**config.mk**
```make
export PLATFORM = sky130hd
export DESIGN_NAME = stimulus_arbiter
export DESIGN_NICKNAME = d
export VERILOG_FILES = /design/src/rtl/stimulus_arbiter.sv
export SDC_FILE = /design/constraint.sdc
export NUM_CORES = 1
export LEC_CHECK = 0
export BUFFER_PORTS_ARGS = -buffer_cell sky130_fd_sc_hd__buf_2
export CORE_MARGIN = 2
export CORE_UTILIZATION = 30
export DETAILED_ROUTE_END_ITERATION = 10
export PLACE_DENSITY = 0.53
export SLEW_MARGIN = 20
export SYNTH_ARGS = -nofsm -noshare
export SYNTH_HDL_FRONTEND = slang
export SYNTH_SLANG_ARGS = --single-unit
```
**constraint.sdc**
```tcl
create_clock -name clk -period 4.4 [get_ports clk]
set_clock_uncertainty 0.1 [all_clocks]
set_input_delay 0.44 -clock clk [delete_from_list [all_inputs] [get_ports clk]]
set_output_delay 0.44 -clock clk [all_outputs]
set_load 0.02 [all_outputs]
```
**src/rtl/stimulus_arbiter.sv**
```systemverilog
// Round-robin arbiter that feeds latched pet-care stimuli to the tamagotchi FSM one at a time,
// with a post-grant cooldown and debug counters for pending and lost requests.
module stimulus_arbiter #(
   parameter int COOL_MAX = 25000000,
   parameter int CNT_W    = 25
) (
   input  logic       clk,
   input  logic       rst,
   input  logic [3:0] req_in,
   input  logic       test_mode,
   output logic       grant_valid,
   output logic [1:0] grant_id,
   input  logic       grant_ready,
   output logic [3:0] pending,
   output logic       busy,
   output logic [7:0] dropped
);

   typedef enum logic [1:0] {IDLE, GRANT, COOLDOWN} state_t;

   localparam logic [CNT_W-1:0] COOL_LOAD = (COOL_MAX > 0) ? CNT_W'(COOL_MAX - 1) : '0;
   localparam bit               SKIP_COOL = (COOL_MAX == 0);

   state_t           state_q, state_d;
   logic [3:0]       req_prev_q;
   logic             armed_q;
   logic [3:0]       pending_q, pending_d;
   logic             valid_q, valid_d;
   logic [1:0]       id_q, id_d;
   logic [1:0]       last_q, last_d;
   logic [CNT_W-1:0] cnt_q, cnt_d;
   logic             busy_q;
   logic [7:0]       drop_q, drop_d;

   logic [3:0]       rise, clr, lost;
   logic             handshake;
   logic [1:0]       pick, idx;
   logic             found;
   logic [2:0]       nlost;
   logic [8:0]       dsum;

   // armed_q keeps a level already high at reset release from looking like an edge
   assign rise      = armed_q ? (req_in & ~req_prev_q) : 4'b0000;
   assign handshake = valid_q & grant_ready;
   assign clr       = handshake ? (4'b0001 << id_q) : 4'b0000;
   // A rise on the source being cleared re-arms it instead of counting as lost
   assign lost      = rise & pending_q & ~clr;
   assign pending_d = (pending_q & ~clr) | rise;
   assign nlost     = {2'b00, lost[0]} + {2'b00, lost[1]} + {2'b00, lost[2]} + {2'b00, lost[3]};
   assign dsum      = {1'b0, drop_q} + {6'b000000, nlost};
   assign drop_d    = dsum[8] ? 8'hFF : dsum[7:0];

   always_comb begin
      pick  = 2'd0;
      found = 1'b0;
      idx   = 2'd0;
      for (int k = 1; k <= 4; k++) begin
         idx = last_q + 2'(k);
         if (!found && pending_q[idx]) begin
            pick  = idx;
            found = 1'b1;
         end
      end
   end

   always_comb begin
      state_d = state_q;
      valid_d = valid_q;
      id_d    = id_q;
      last_d  = last_q;
      cnt_d   = cnt_q;
      case (state_q)
         IDLE: begin
            if (|pending_q) begin
               id_d    = pick;
               valid_d = 1'b1;
               state_d = GRANT;
            end
         end
         GRANT: begin
            if (handshake) begin
               valid_d = 1'b0;
               last_d  = id_q;
               if (test_mode || SKIP_COOL) begin
                  state_d = IDLE;
               end else begin
                  cnt_d   = COOL_LOAD;
                  state_d = COOLDOWN;
               end
            end
         end
         COOLDOWN: begin
            if (test_mode || (cnt_q == '0)) begin
               cnt_d   = '0;
               state_d = IDLE;
            end else begin
               cnt_d = cnt_q - CNT_W'(1);
            end
         end
         default: begin
            state_d = IDLE;
            valid_d = 1'b0;
         end
      endcase
   end

   always_ff @(posedge clk or negedge rst) begin
      if (!rst) begin
         state_q    <= IDLE;
         req_prev_q <= 4'b0000;
         armed_q    <= 1'b0;
         pending_q  <= 4'b0000;
         valid_q    <= 1'b0;
         id_q       <= 2'd0;
         last_q     <= 2'd3;
         cnt_q      <= '0;
         busy_q     <= 1'b0;
         drop_q     <= 8'd0;
      end else begin
         state_q    <= state_d;
         req_prev_q <= req_in;
         armed_q    <= 1'b1;
         pending_q  <= pending_d;
         valid_q    <= valid_d;
         id_q       <= id_d;
         last_q     <= last_d;
         cnt_q      <= cnt_d;
         busy_q     <= (state_d != IDLE);
         drop_q     <= drop_d;
      end
   end

   assign grant_valid = valid_q;
   assign grant_id    = id_q;
   assign pending     = pending_q;
   assign busy        = busy_q;
   assign dropped     = drop_q;

endmodule
```
## After elaboration in Yosys (flattened, before gate mapping)

Index checks and enable logic that the tools add are counted.
W data, S select, Z words.

- Equality and inequality tests: 5
- Muxes and demuxes: 30
- Shift-type cells: 1
- Add/subtract/negate cells: 8
- $lt $le $gt $ge: 4
- Bitwise logic cells: 9
- Reductions and logical operators: 16

Operators with widths:

| cell | number |
|---|---|
| $mux W25 | 3 |
| $pmux W25 S2 | 1 |
| $logic_not A25 Y1 | 1 |
| $sub A25 B1 Y25 const B | 1 |
| $and A4 B4 Y4 | 4 |
| $mux W2 | 8 |
| $lt A2 B3 Y1 const B | 4 |
| $add A8 B3 Y9 | 1 |
| $mux W1 | 9 |
| $bmux W1 S2 | 4 |
| $mux W4 | 2 |
| $mux W8 | 1 |
| $not A4 Y4 | 2 |
| $ne A2 B2 Y1 const B | 3 |
| $pmux W2 S3 | 1 |
| $reduce_and A3 Y1 | 2 |
| $add A2 B2 Y2 const B | 2 |
| $or A4 B4 Y4 | 1 |
| $reduce_and A2 Y1 | 2 |
| $reduce_bool A2 Y1 | 2 |
| $reduce_or A4 Y1 | 1 |
| $shl A1 B2 Y4 const A | 1 |
| $add A2 B1 Y3 | 1 |
| $add A3 B1 Y3 | 1 |
| 11 further kinds | 15 |

- Input bits: 8
- Flip-flop bits (word level): 50

## Longest topological paths before layout

- Depth after elaboration: 13
- Depth in mapped cells: 13
- Gate-level depth less buffers: 13

## Least setup slack after synthesis

Ideal clock, no wire load.

- Path kind: flip-flop to flip-flop
- From: register valid_q (netlist: grant_valid)
- To: register drop_q[6] (netlist: dropped[6])
- Library setup time: 0.125 ns
- Required time: 4.175 ns
- Period minus slack after synthesis: 2.938 ns
- Slack: 1.462 ns
- Arrival time: 2.713 ns
- Cell stages (with the launch flop): 14
- Path through: dfrtp_1 > nand2_1 > nor2_1 > nand2_1 > nand2_1 > or2_2 > fa_1 > fa_1 > inv_1 > fa_1 > and3_1 > nand3_1 > nor3_1 > a21oi_1

- Word-level cells in the longest chain between the ends: 9

RTL lines:

| what | line | source |
|---|---|---|
| start: declaration | 28 | `logic valid_q, valid_d;` |
| start signal: assignment | 124 | `valid_q <= valid_d;` |
| $and A1 B1 Y1 * | 44 | `assign handshake = valid_q & grant_ready;` |
| $mux W4 * | 45 | `assign clr = handshake ? (4'b0001 << id_q) : 4'b0000;` |
| $not A4 Y4 * | 47 | `assign lost = rise & pending_q & ~clr;` |
| $and A4 B4 Y4 * | 47 |  |
| $add A1 B1 Y2 | 49 | `assign nlost = {2'b00, lost[0]} + {2'b00, lost[1]} + {2'b00, lost[2]} + {2'b00, lost[3]};` |
| $add A2 B1 Y3 | 49 |  |
| $add A3 B1 Y3 * | 49 |  |
| $add A8 B3 Y9 * | 50 | `assign dsum = {1'b0, drop_q} + {6'b000000, nlost};` |
| $mux W8 * | 51 | `assign drop_d = dsum[8] ? 8'hFF : dsum[7:0];` |
| via drop_d[6] | 33 | `logic [7:0] drop_q, drop_d;` |
| end signal: assignment | 129 | `drop_q <= drop_d;` |
| end: declaration | 33 |  |

The timed path passes the listed nets; every way through them passes the cells marked *.
A chain may end at the register's enable or synchronous reset.

## Worst setup path after layout

Same ends and word-level chain as after synthesis.

==> metrics <==
status=finished, final reports clean; # fillers=906; worst-case clock buffer depth=2; dpl ws=1.23 ns; Peak VDD IR=0.000166 V; Synth Area in XOR/XNOR=0.654%; compound-gate portion of the synthesized area=23.4%; Worst R2R Setup Slack=1.35 ns; max_slew headroom=38.8%; max-slew violations=0; CP max FO=5; Avg WL per Cell=15.4 um; post-synth top area share=44.8%; Syn Inst Count=274; largest family of logic cells by synthesized area=compound AO/OA/AOI/OAI gates; critical path endpoint category=flop; Total Wirelength=6260 um; synthesized-area fraction occupied by adder cells=3.64%; hold buffer count at cts=0; Simple-Gate Fraction of Synth Area=20.4%; Die Ht=98.5 um; Seq/Total Area, Yosys=46.8%; initial antenna violation count=0; CP Cell Sequence=nand2_1 -> nor2_1 -> a21boi_0 -> nand4_1 -> fa_1 -> fa_1 -> inv_1 -> fa_1 -> and3_1 -> nand3_1 -> nor3_1 -> a21oi_1; worst hold margin=0.120 ns; setup TNS=0 ns; max-cap violations=0; global-route wire length before repair=10700 um; syn_nets=288; Worst setup SP type=flop; ANT nets after route=0; crit path kind=reg -> reg; postcts setup bufs=0; CP dominant cell by count=fa_1; Ys Warns=0; GRT Total Usage=13.5%; die area=9700 um2; total CTS buffers=5; Pwr Density=567 nW/um2; chip width=98.5 um; R2R Path End=dropped[6]; crit path max-delay cell type=fa_1; Avg Vias per Cell=5.33; First-pass DRT Iterations=5; DPL Wire Length=4260 um; Vias=2164; IO Pins=24; Final Hold Fails=0; Tcrit/Tclk final=69.3%; Final WS setup=1.35 ns; largest area contributor in the netlist=dfrtp_1; Avg Cell Area, Syn=9.78 um2; mux cell area share after synthesis=1.17%; Std-Cell Core Area=8680 um2; CP peak stage delay=0.50 ns; total congestion overflow=0; ANT cells=0; share of layout cells above drive strength 1=17.4%; PostCTS Resize Cnt=0; clock sinks=50; cell area after synthesis=2680 um2; Period minus WS final=3.05 ns; RSZ-0062 raised after global routing=false; Site Rows=34; Final GP Congestion=0.757; CP arrival=3.16 ns; worst min path class=in -> async; Worst Setup SP=grant_valid; Final setup viols=0; nets=311; ys flop type=dfrtp_1; DRC=0; reg2reg path depth=12; worst skew pair latency=0.31 ns; Initial Util=30.9%; EDFF count, synth=0; Yosys cell types=60; Layout area overhead=12.7%; initial drt markers=168; vias in the first global route=2093; Yosys reg bits=50; Worst-Margin Slew=0.907 ns; FF-to-FF Start=grant_valid; asr flop ratio synth=100%; leak pwr=1.26 nW; Clock transition at path regs=0.11 ns; CP required=4.51 ns; Root Driver=clkbuf_8; CTS H-tree lvls=2; largest net degree at the start of global routing=51; synth top area cells=dfrtp_1, o21ai_0, a31oi_1, nand2_1, a21oi_1; CTS tree=done; Max Clk Rate=328 MHz; IO buf count=23
-- cells in the final DEF (no fill, tap or decap), types with 3 or more instances in the layout --
cell	n
or2_2	4
o21a_1	6
inv_1	13
nand3b_1	3
nand3_1	7
buf_4	3
o22a_1	9
nor4_1	3
or3_1	3
o21ai_0	22
nor2_1	20
a31oi_1	14
nand4_1	3
dfrtp_1	48
a21oi_1	16
a21o_1	4
nor3_1	10
buf_2	23
fa_1	3
nand4b_1	3
ha_1	3
nand2_1	22
clkbuf_8	6
and3_1	3
-- stage by stage --
step / utilization [%] / cells / power (mW) / cell area, um2
detailed placement: 33.4 / 398 / 1.37 / 2900
floorplan: - / 274 / 1.17 / 2680
global route: 34.8 / 406 / 1.84 / 3020
global placement: 33.4 / 398 / 1.36 / 2900
CTS: 34.8 / 406 / 1.73 / 3020
finish: 34.8 / 406 / 1.71 / 3020
-- sequential cells by signal (all words and copies together), names as in the netlist --
name         flops
busy             1
cnt_q           25
req_prev_q       4
pending          4
last_q           2
grant_valid      1
grant_id         2
state_q          2
armed_q          1
dropped          8
-- how the worst max path moves through the flow --
| stage | endpoint | slack, ns | cells after the start |
|---|---|---|---|
| floorplan | dropped[6] | 1.46 | 13 |
| global placement | dropped[6] | 1.31 | 14 |
| CTS | dropped[6] | 1.34 | 12 |
| global route | dropped[6] | 1.15 | 12 |
| detailed placement | dropped[6] | 1.23 | 13 |
| finish | dropped[6] | 1.35 | 12 |
-- power breakdown --
group	leakage (nW)	internal (mW)	switching, mW
Combinational	0.633	0.240	0.328
Sequential	0.563	0.603	0.182
Clock	0.0618	0.187	0.171
-- cells in the mapped netlist (4+ instances only) --
cell and count:
dfrtp_1 48, o21ai_0 22, inv_1 13, a21oi_1 16
nand3_1 7, or2_2 4, o22a_1 9, o21a_1 6
nor2_1 20, nand2_1 22, a31oi_1 14, a21o_1 4
clkbuf_1 5, nor3_1 10
-- layout make-up --
| type | instances | area (um2) | area share, % |
|---|---|---|---|
| clock buffers | 6 | 82.6 | 2.74 |
| clock inverters | 2 | 38.8 | 1.29 |
| inverters | 13 | 48.8 | 1.62 |
| multi-input cells | 201 | 1320 | 43.8 |
| flip-flops and latches | 50 | 1250 | 41.5 |
| well taps | 108 | 135 | 4.48 |
| repair buffers | 26 | 138 | 4.56 |
-- cell families (layout without fill, tap and decap cells) --
family | Yosys count | after routing
adder cells (fa/ha/maj) | 6 | 6
flip-flops | 50 | 50
other | 1 | 1
XOR/XNOR | 2 | 2
buffers and inverters | 23 | 47
AO/OA/AOI/OAI | 92 | 92
AND/OR/NAND/NOR | 97 | 97
multiplexers | 3 | 3
-- per-layer routing --
metal / wire length (um) / up-vias / track usage [%] / share of wire (%)
met5: 0 / - / 0 / 0
met3: 272 / 10 / 2.41 / 4.3
met2: 2860 / 50 / 20.7 / 46
li1: - / 1067 / - / -
met4: 118 / 0 / 4.85 / 1.9
met1: 3010 / 1037 / 19.4 / 48
-- critical path: cells and delay by family, from the launching register on --
| family | cells | cell delay, ns |
|---|---|---|
| simple gates | 6 | 0.84 |
| flops | 1 | 0.44 |
| compound gates | 2 | 0.33 |
| buf+inv | 1 | 0.10 |
| fa+ha+maj | 3 | 1.14 |
Power figures use the tool's default switching activity.
